**src/rtl/counter_ctrl_pkg.sv**
```systemverilog
// Shared types and defaults for the counter run controller: FSM state
// encoding, default widths and the state classification helper.
package counter_ctrl_pkg;

    localparam int unsigned CTRL_WIDTH      = 4;
    localparam int unsigned CTRL_CLR_CYCLES = 2;

    typedef enum logic [2:0] {
        ST_IDLE  = 3'd0,
        ST_CLEAR = 3'd1,
        ST_RUN   = 3'd2,
        ST_PAUSE = 3'd3,
        ST_DONE  = 3'd4
    } state_e;

    // Q is only meaningful against the shadow count once the clear phase is over.
    function automatic logic state_checked(input state_e s);
        return (s == ST_RUN) || (s == ST_PAUSE) || (s == ST_DONE);
    endfunction

endpackage

```
**src/rtl/count_checker.sv**
```systemverilog
// Shadow copy of the expected counter value plus a sticky mismatch flag
// comparing it against the real counter's Q.
module count_checker #(
    parameter int unsigned WIDTH = 4
) (
    input  logic             i_clk,
    input  logic             i_rst_n,
    input  logic             i_inc,
    input  logic             i_init,
    input  logic             i_check_en,
    input  logic [WIDTH-1:0] i_cnt_q,
    output logic [WIDTH-1:0] o_exp,
    output logic             o_err
);
    localparam logic [WIDTH-1:0] ONE = WIDTH'(1);

    logic [WIDTH-1:0] r_exp;
    logic             r_err;
    logic             w_mismatch;

    // Both sides are pre-edge values, so counter and shadow stay in lockstep.
    assign w_mismatch = i_check_en && (i_cnt_q != r_exp);

    // Shadow count and sticky error register.
    always_ff @(posedge i_clk or negedge i_rst_n) begin
        if (!i_rst_n) begin
            r_exp <= '0;
            r_err <= 1'b0;
        end else if (i_init) begin
            r_exp <= '0;
            r_err <= 1'b0;
        end else begin
            r_exp <= i_inc ? (r_exp + ONE) : r_exp;
            r_err <= r_err | w_mismatch;
        end
    end

    assign o_exp = r_exp;
    assign o_err = r_err;

endmodule

```
**src/rtl/counter_run_controller.sv**
```systemverilog
// Sequences an external up-counter through clear / run / pause / done,
// issuing exactly `target` count enables and checking Q against a shadow count.
module counter_run_controller
    import counter_ctrl_pkg::*;
#(
    parameter int unsigned WIDTH      = CTRL_WIDTH,
    parameter int unsigned CLR_CYCLES = CTRL_CLR_CYCLES
) (
    input  logic             clock,
    input  logic             clear,
    input  logic             start,
    input  logic [WIDTH-1:0] target,
    input  logic             pause,
    input  logic             abort,
    input  logic [WIDTH-1:0] cnt_q,
    output logic             cnt_clear_n,
    output logic             cnt_enable,
    output logic             busy,
    output logic             done,
    output logic             err
);
    localparam int unsigned       CW       = (CLR_CYCLES > 1) ? $clog2(CLR_CYCLES) : 1;
    localparam logic [CW-1:0]     CLR_LAST = CW'(CLR_CYCLES - 1);
    localparam logic [WIDTH-1:0]  ONE      = WIDTH'(1);
    localparam logic [WIDTH-1:0]  ZERO     = '0;

    state_e           r_state;
    state_e           w_state_nxt;
    logic [CW-1:0]    r_clr_cnt;
    logic [WIDTH-1:0] r_tgt;
    logic [WIDTH-1:0] w_exp;
    logic [WIDTH-1:0] w_exp_inc;
    logic             r_cnt_clear_n;
    logic             r_cnt_enable;
    logic             r_busy;
    logic             r_done;
    logic             w_clear_n_nxt;
    logic             w_enable_nxt;
    logic             w_busy_nxt;
    logic             w_done_nxt;
    logic             w_accept;
    logic             w_check_en;
    logic             w_clr_last;
    logic             w_run_last;
    logic             w_abort_ok;

    assign w_exp_inc  = w_exp + ONE;
    assign w_clr_last = (r_clr_cnt == CLR_LAST);
    assign w_run_last = r_cnt_enable && (w_exp_inc == r_tgt);
    assign w_abort_ok = abort && (r_state != ST_IDLE);
    assign w_accept   = (w_state_nxt == ST_CLEAR) &&
                        ((r_state == ST_IDLE) || (r_state == ST_DONE));
    assign w_check_en = state_checked(r_state);

    // State, timer and registered outputs.
    always_ff @(posedge clock or negedge clear) begin
        if (!clear) begin
            r_state       <= ST_IDLE;
            r_cnt_clear_n <= 1'b0;
            r_cnt_enable  <= 1'b0;
            r_busy        <= 1'b0;
            r_done        <= 1'b0;
            r_tgt         <= '0;
            r_clr_cnt     <= '0;
        end else begin
            r_state       <= w_state_nxt;
            r_cnt_clear_n <= w_clear_n_nxt;
            r_cnt_enable  <= w_enable_nxt;
            r_busy        <= w_busy_nxt;
            r_done        <= w_done_nxt;
            r_tgt         <= w_accept ? target : r_tgt;
            r_clr_cnt     <= ((r_state == ST_CLEAR) && (w_state_nxt == ST_CLEAR)) ?
                             (r_clr_cnt + CW'(1)) : '0;
        end
    end

    // Next-state logic; abort outranks the final count, pause and start.
    always_comb begin
        w_state_nxt = r_state;
        case (r_state)
            ST_IDLE: begin
                if (start) w_state_nxt = ST_CLEAR;
                else       w_state_nxt = ST_IDLE;
            end
            ST_CLEAR: begin
                if (w_abort_ok)          w_state_nxt = ST_IDLE;
                else if (!w_clr_last)    w_state_nxt = ST_CLEAR;
                else if (r_tgt == ZERO)  w_state_nxt = ST_DONE;
                else                     w_state_nxt = ST_RUN;
            end
            ST_RUN: begin
                if (w_abort_ok)      w_state_nxt = ST_IDLE;
                else if (w_run_last) w_state_nxt = ST_DONE;
                else if (pause)      w_state_nxt = ST_PAUSE;
                else                 w_state_nxt = ST_RUN;
            end
            ST_PAUSE: begin
                if (w_abort_ok) w_state_nxt = ST_IDLE;
                else if (pause) w_state_nxt = ST_PAUSE;
                else            w_state_nxt = ST_RUN;
            end
            ST_DONE: begin
                if (w_abort_ok) w_state_nxt = ST_IDLE;
                else if (start) w_state_nxt = ST_CLEAR;
                else            w_state_nxt = ST_DONE;
            end
            default: w_state_nxt = ST_IDLE;
        endcase
    end

    // Outputs decoded from the next state so they register alongside it.
    always_comb begin
        w_clear_n_nxt = 1'b1;
        w_enable_nxt  = 1'b0;
        w_busy_nxt    = 1'b0;
        w_done_nxt    = 1'b0;
        case (w_state_nxt)
            ST_CLEAR: begin
                w_clear_n_nxt = 1'b0;
                w_busy_nxt    = 1'b1;
            end
            ST_RUN: begin
                w_enable_nxt = 1'b1;
                w_busy_nxt   = 1'b1;
            end
            ST_PAUSE: w_busy_nxt = 1'b1;
            ST_DONE:  w_done_nxt = 1'b1;
            ST_IDLE:  w_busy_nxt = 1'b0;
            default:  w_busy_nxt = 1'b0;
        endcase
    end

    count_checker #(
        .WIDTH (WIDTH)
    ) u_checker (
        .i_clk      (clock),
        .i_rst_n    (clear),
        .i_inc      (r_cnt_enable),
        .i_init     (w_accept),
        .i_check_en (w_check_en),
        .i_cnt_q    (cnt_q),
        .o_exp      (w_exp),
        .o_err      (err)
    );

    assign cnt_clear_n = r_cnt_clear_n;
    assign cnt_enable  = r_cnt_enable;
    assign busy        = r_busy;
    assign done        = r_done;

endmodule

```
**config.mk**
```make
export PLATFORM = sky130hd
export DESIGN_NAME = counter_run_controller
export DESIGN_NICKNAME = d
export VERILOG_FILES = /design/src/rtl/counter_ctrl_pkg.sv /design/src/rtl/count_checker.sv /design/src/rtl/counter_run_controller.sv
export SDC_FILE = /design/constraint.sdc
export NUM_CORES = 1
export LEC_CHECK = 0
export ABC_CLOCK_PERIOD_IN_PS = 1900
export CAP_MARGIN = 0
export CELL_PAD_IN_SITES_DETAIL_PLACEMENT = 1
export CELL_PAD_IN_SITES_GLOBAL_PLACEMENT = 1
export CORE_ASPECT_RATIO = 1.75
export CORE_UTILIZATION = 35
export DETAILED_ROUTE_END_ITERATION = 10
export MAX_ROUTING_LAYER = met4
export PLACE_DENSITY = 0.76
export SETUP_SLACK_MARGIN = 0.05
export SLEW_MARGIN = 20
export SYNTH_ARGS = -nofsm -noshare
export SYNTH_HDL_FRONTEND = slang
export SYNTH_SLANG_ARGS = --single-unit
```
**constraint.sdc**
```tcl
create_clock -name clock -period 1.9 [get_ports clock]
set_input_delay 0.57 -clock clock [delete_from_list [all_inputs] [get_ports clock]]
set_output_delay 0.57 -clock clock [all_outputs]
set_load 0.005 [all_outputs]
```
==> key figures <==
Route
  • Drt pass-1 iters: 4
  • Post-DRT Antenna Nets: 0
  • Met2 routed WL: 1.116 mm
  • Vias/cell: 5.096
  • Top sig layer: met4
  • Initial DRC count: 15
  • M1 WL: 691 um
  • Via count: 637
  • Drt wl/cell: 15.07 um
  • WL final: 1.884 mm
  • Met3 Routed Length: 36 um
  • Post-route DRC: 0

Clock tree
  • Clk_lat worst skew: 250 ps
  • Sink Count: 17
  • Num CTS Buffers: 3
  • CTS tree: done
  • H-tree Lvls: 1
  • CTS hold repair buffers: 0
  • Clock tree buffer depth: 2
  • Clk root buf: clkbuf_8
  • Clock transition at the registers of the reported paths: 70 ps
  • Post-CTS Setup Bufs: 0

Synth
  • Share of the yosys chip area belonging to registers: 50.97%
  • Yosys warning count: 0
  • #FFs+latches synth: 17
  • Distinct cells, synth: 26
  • Synthesized netlist cell count: 76
  • Mapped Area: 834.6 um^2
  • Mean post-synth cell area: 10.98 um^2
  • Mapped Nets: 90

Critical path
  • CP Capture Type: register
  • RR Endpoint: r_state[1]$_DFF_PN0_
  • Crit. Startpoint: abort
  • Setup Crit Path Kind: primary input to register
  • R2r startpoint: u_checker.o_exp[0]$_DFFE_PN0P_
  • Worst path arrival time: 1880 ps
  • CP max FO: 3
  • R2R setup slack: 200 ps
  • Worst Reg-to-Reg Cells: 5
  • Worst EP required: 2040 ps
  • Critical Path End: cnt_enable$_DFF_PN0_
  • Crit path launch type: primary input

STA
  • Endpoints failing setup: 0
  • Final max-slew violation count: 0
  • Min Tclk post-route: 1737 ps
  • Setup TNS: 0 ps
  • RSZ-0062 raised after global routing: no
  • Skew final: 4.905 ps
  • Actual slew at the worst max-slew pin: 393.5 ps
  • Achievable Freq: 0.5757 GHz
  • Final period utilization: 91.43%
  • Hold Fails Final Rpt: 0
  • Headroom to the max-slew limit: 73.52%

Worst hold path
  • Hold depth: 1
  • Hold crit path type: register to register

Placement
  • Post-DP HPWL: 1.476 mm
  • PortBufs: 17
  • Routability cong.: 0.7019
  • DP Area: 0.001066 mm^2

Global route
  • First-pass GRT wire length: 3.187 mm
  • Initial antenna violation count: 0
  • Largest net degree at the start of global routing: 18
  • Vias in the first global route: 698
  • GRT overflow: 0
  • Global Route Usage Sum: 18.72%

Layout
  • Multi-input gate area: 394.1 um^2
  • Most frequent cells in the layout: dfrtp_1 (17), clkdlybuf4s50_1 (17), nor2_1 (10)
  • Ant diodes: 0
  • Area Growth Syn to Fin: 33.58%
  • Fill cell count: 257
  • Post-Route Utilization: 49.04%
  • Post-route cell area: 0.001115 mm^2
  • Register Area: 425.4 um^2
  • Final net count: 115
  • Layout cells sized above 1: 17.00%

Die
  • # IOs: 18
  • Core Box Area: 0.002273 mm^2
  • Die Span Y: 66.60 um
  • Die area: 0.002591 mm^2
  • Die width: 38.91 um
  • Initial Util: 36.71%
  • Cell row count: 23

Power
  • Peak VDD IR: 0.4836 mV
  • Power per cell area: 1118 mW/mm^2
  • Leakage: 0.0004906 uW

Job
  • Max_cap viols: 0

Run status
  • Status: completed
-- power by group --
part | internal (uW) | switching [uW]
registers | 466 | 84.4
logic | 244 | 182
clock network | 149 | 121
total | 859 | 387
-- critical path: stages --
cell,delay [ps]
clkdlybuf4s50_1,450
or4b_4,570
nor2_1,100
nand2_1,100
o31ai_1,100
-- kinds of logic after synthesis --
group | synth area share (%)
mux | 7.946
xor+xnor | 13.64
compound gates | 7.346
buf+inv | 2.248
fa+ha+maj | 1.499
flops | 50.97
simple gates | 16.35
-- flip-flops by register name, indices dropped and copies added, names as in the netlist --
signal and count:
done 1, r_clr_cnt 1, cnt_enable 1, r_state 3
cnt_clear_n 1, r_tgt 4, u_checker.o_exp 4, u_checker.o_err 1
busy 1
-- per-stage QoR --
step                      worst slack (ps)  power, uW  hold WS [ps]  instances
after CTS                            110.8       1258         487.7        125
after floorplan                      399.7      795.6         274.4         76
after global placement              -128.7      959.1         452.9        121
final                                162.9       1246         480.7        125
after global routing                 87.92       1341         515.7        125
after detailed placement            -149.9      983.1         480.8        121
-- area by class of cell --
| cell class | instances | area share [%] |
|---|---|---|
| flip-flops and latches | 17 | 38.16 |
| repair buffers | 23 | 19.30 |
| well taps | 25 | 2.806 |
| inverters | 1 | 0.3367 |
| clock buffers | 4 | 4.040 |
| multi-input cells | 55 | 35.35 |
-- how the worst min path moves through the flow --
| stage | from | to | slack, ps |
|---|---|---|---|
| after floorplan | clear | busy$_DFF_PN0_ | 270 |
| after global placement | r_clr_cnt$_DFF_PN0_ | r_clr_cnt$_DFF_PN0_ | 450 |
| after detailed placement | r_clr_cnt$_DFF_PN0_ | r_clr_cnt$_DFF_PN0_ | 480 |
| after CTS | r_clr_cnt$_DFF_PN0_ | r_clr_cnt$_DFF_PN0_ | 490 |
| after global routing | r_clr_cnt$_DFF_PN0_ | r_clr_cnt$_DFF_PN0_ | 520 |
| final | r_clr_cnt$_DFF_PN0_ | r_clr_cnt$_DFF_PN0_ | 480 |
-- what timing repair did --
item / in CTS / in global routing
endpoints found under the hold margin: 0 / 0
gates resized for setup: 0 / 1
endpoints found under the setup margin: 0 / 2
-- synth_stat cells --
cell      count  share of area (%)
a21oi_1       1               0.60
a22o_1        2                2.1
and2_1        1               0.75
and3_1        1               0.75
buf_2         2                1.2
clkbuf_2      1               0.60
dfrtp_1      17                 51
ha_1          1                1.5
inv_1         1               0.45
mux2_2        5                6.7
mux2i_1       1                1.2
nand2_1       6                2.7
nand3_1       2                1.2
nand4_1       1               0.75
nand4b_1      1                1.0
nor2_1       10                4.5
nor2_2        1               0.75
nor3_4        1                1.9
nor4_1        1               0.75
o211ai_1      1               0.90
o21ai_0       3                1.8
o31ai_1       1               0.90
o41ai_1       1                1.0
or4b_1        1                1.2
xnor2_1       5                5.2
xor2_1        8                8.4
-- layer usage --
metal  global-route usage, %  vias to the layer above
met5                       -                        -
met4                   9.052                        0
met3                   3.000                        4
met2                   33.54                       12
met1                   18.38                      313
li1                        -                      308
Note: power is estimated with default switching activity, not from simulation.
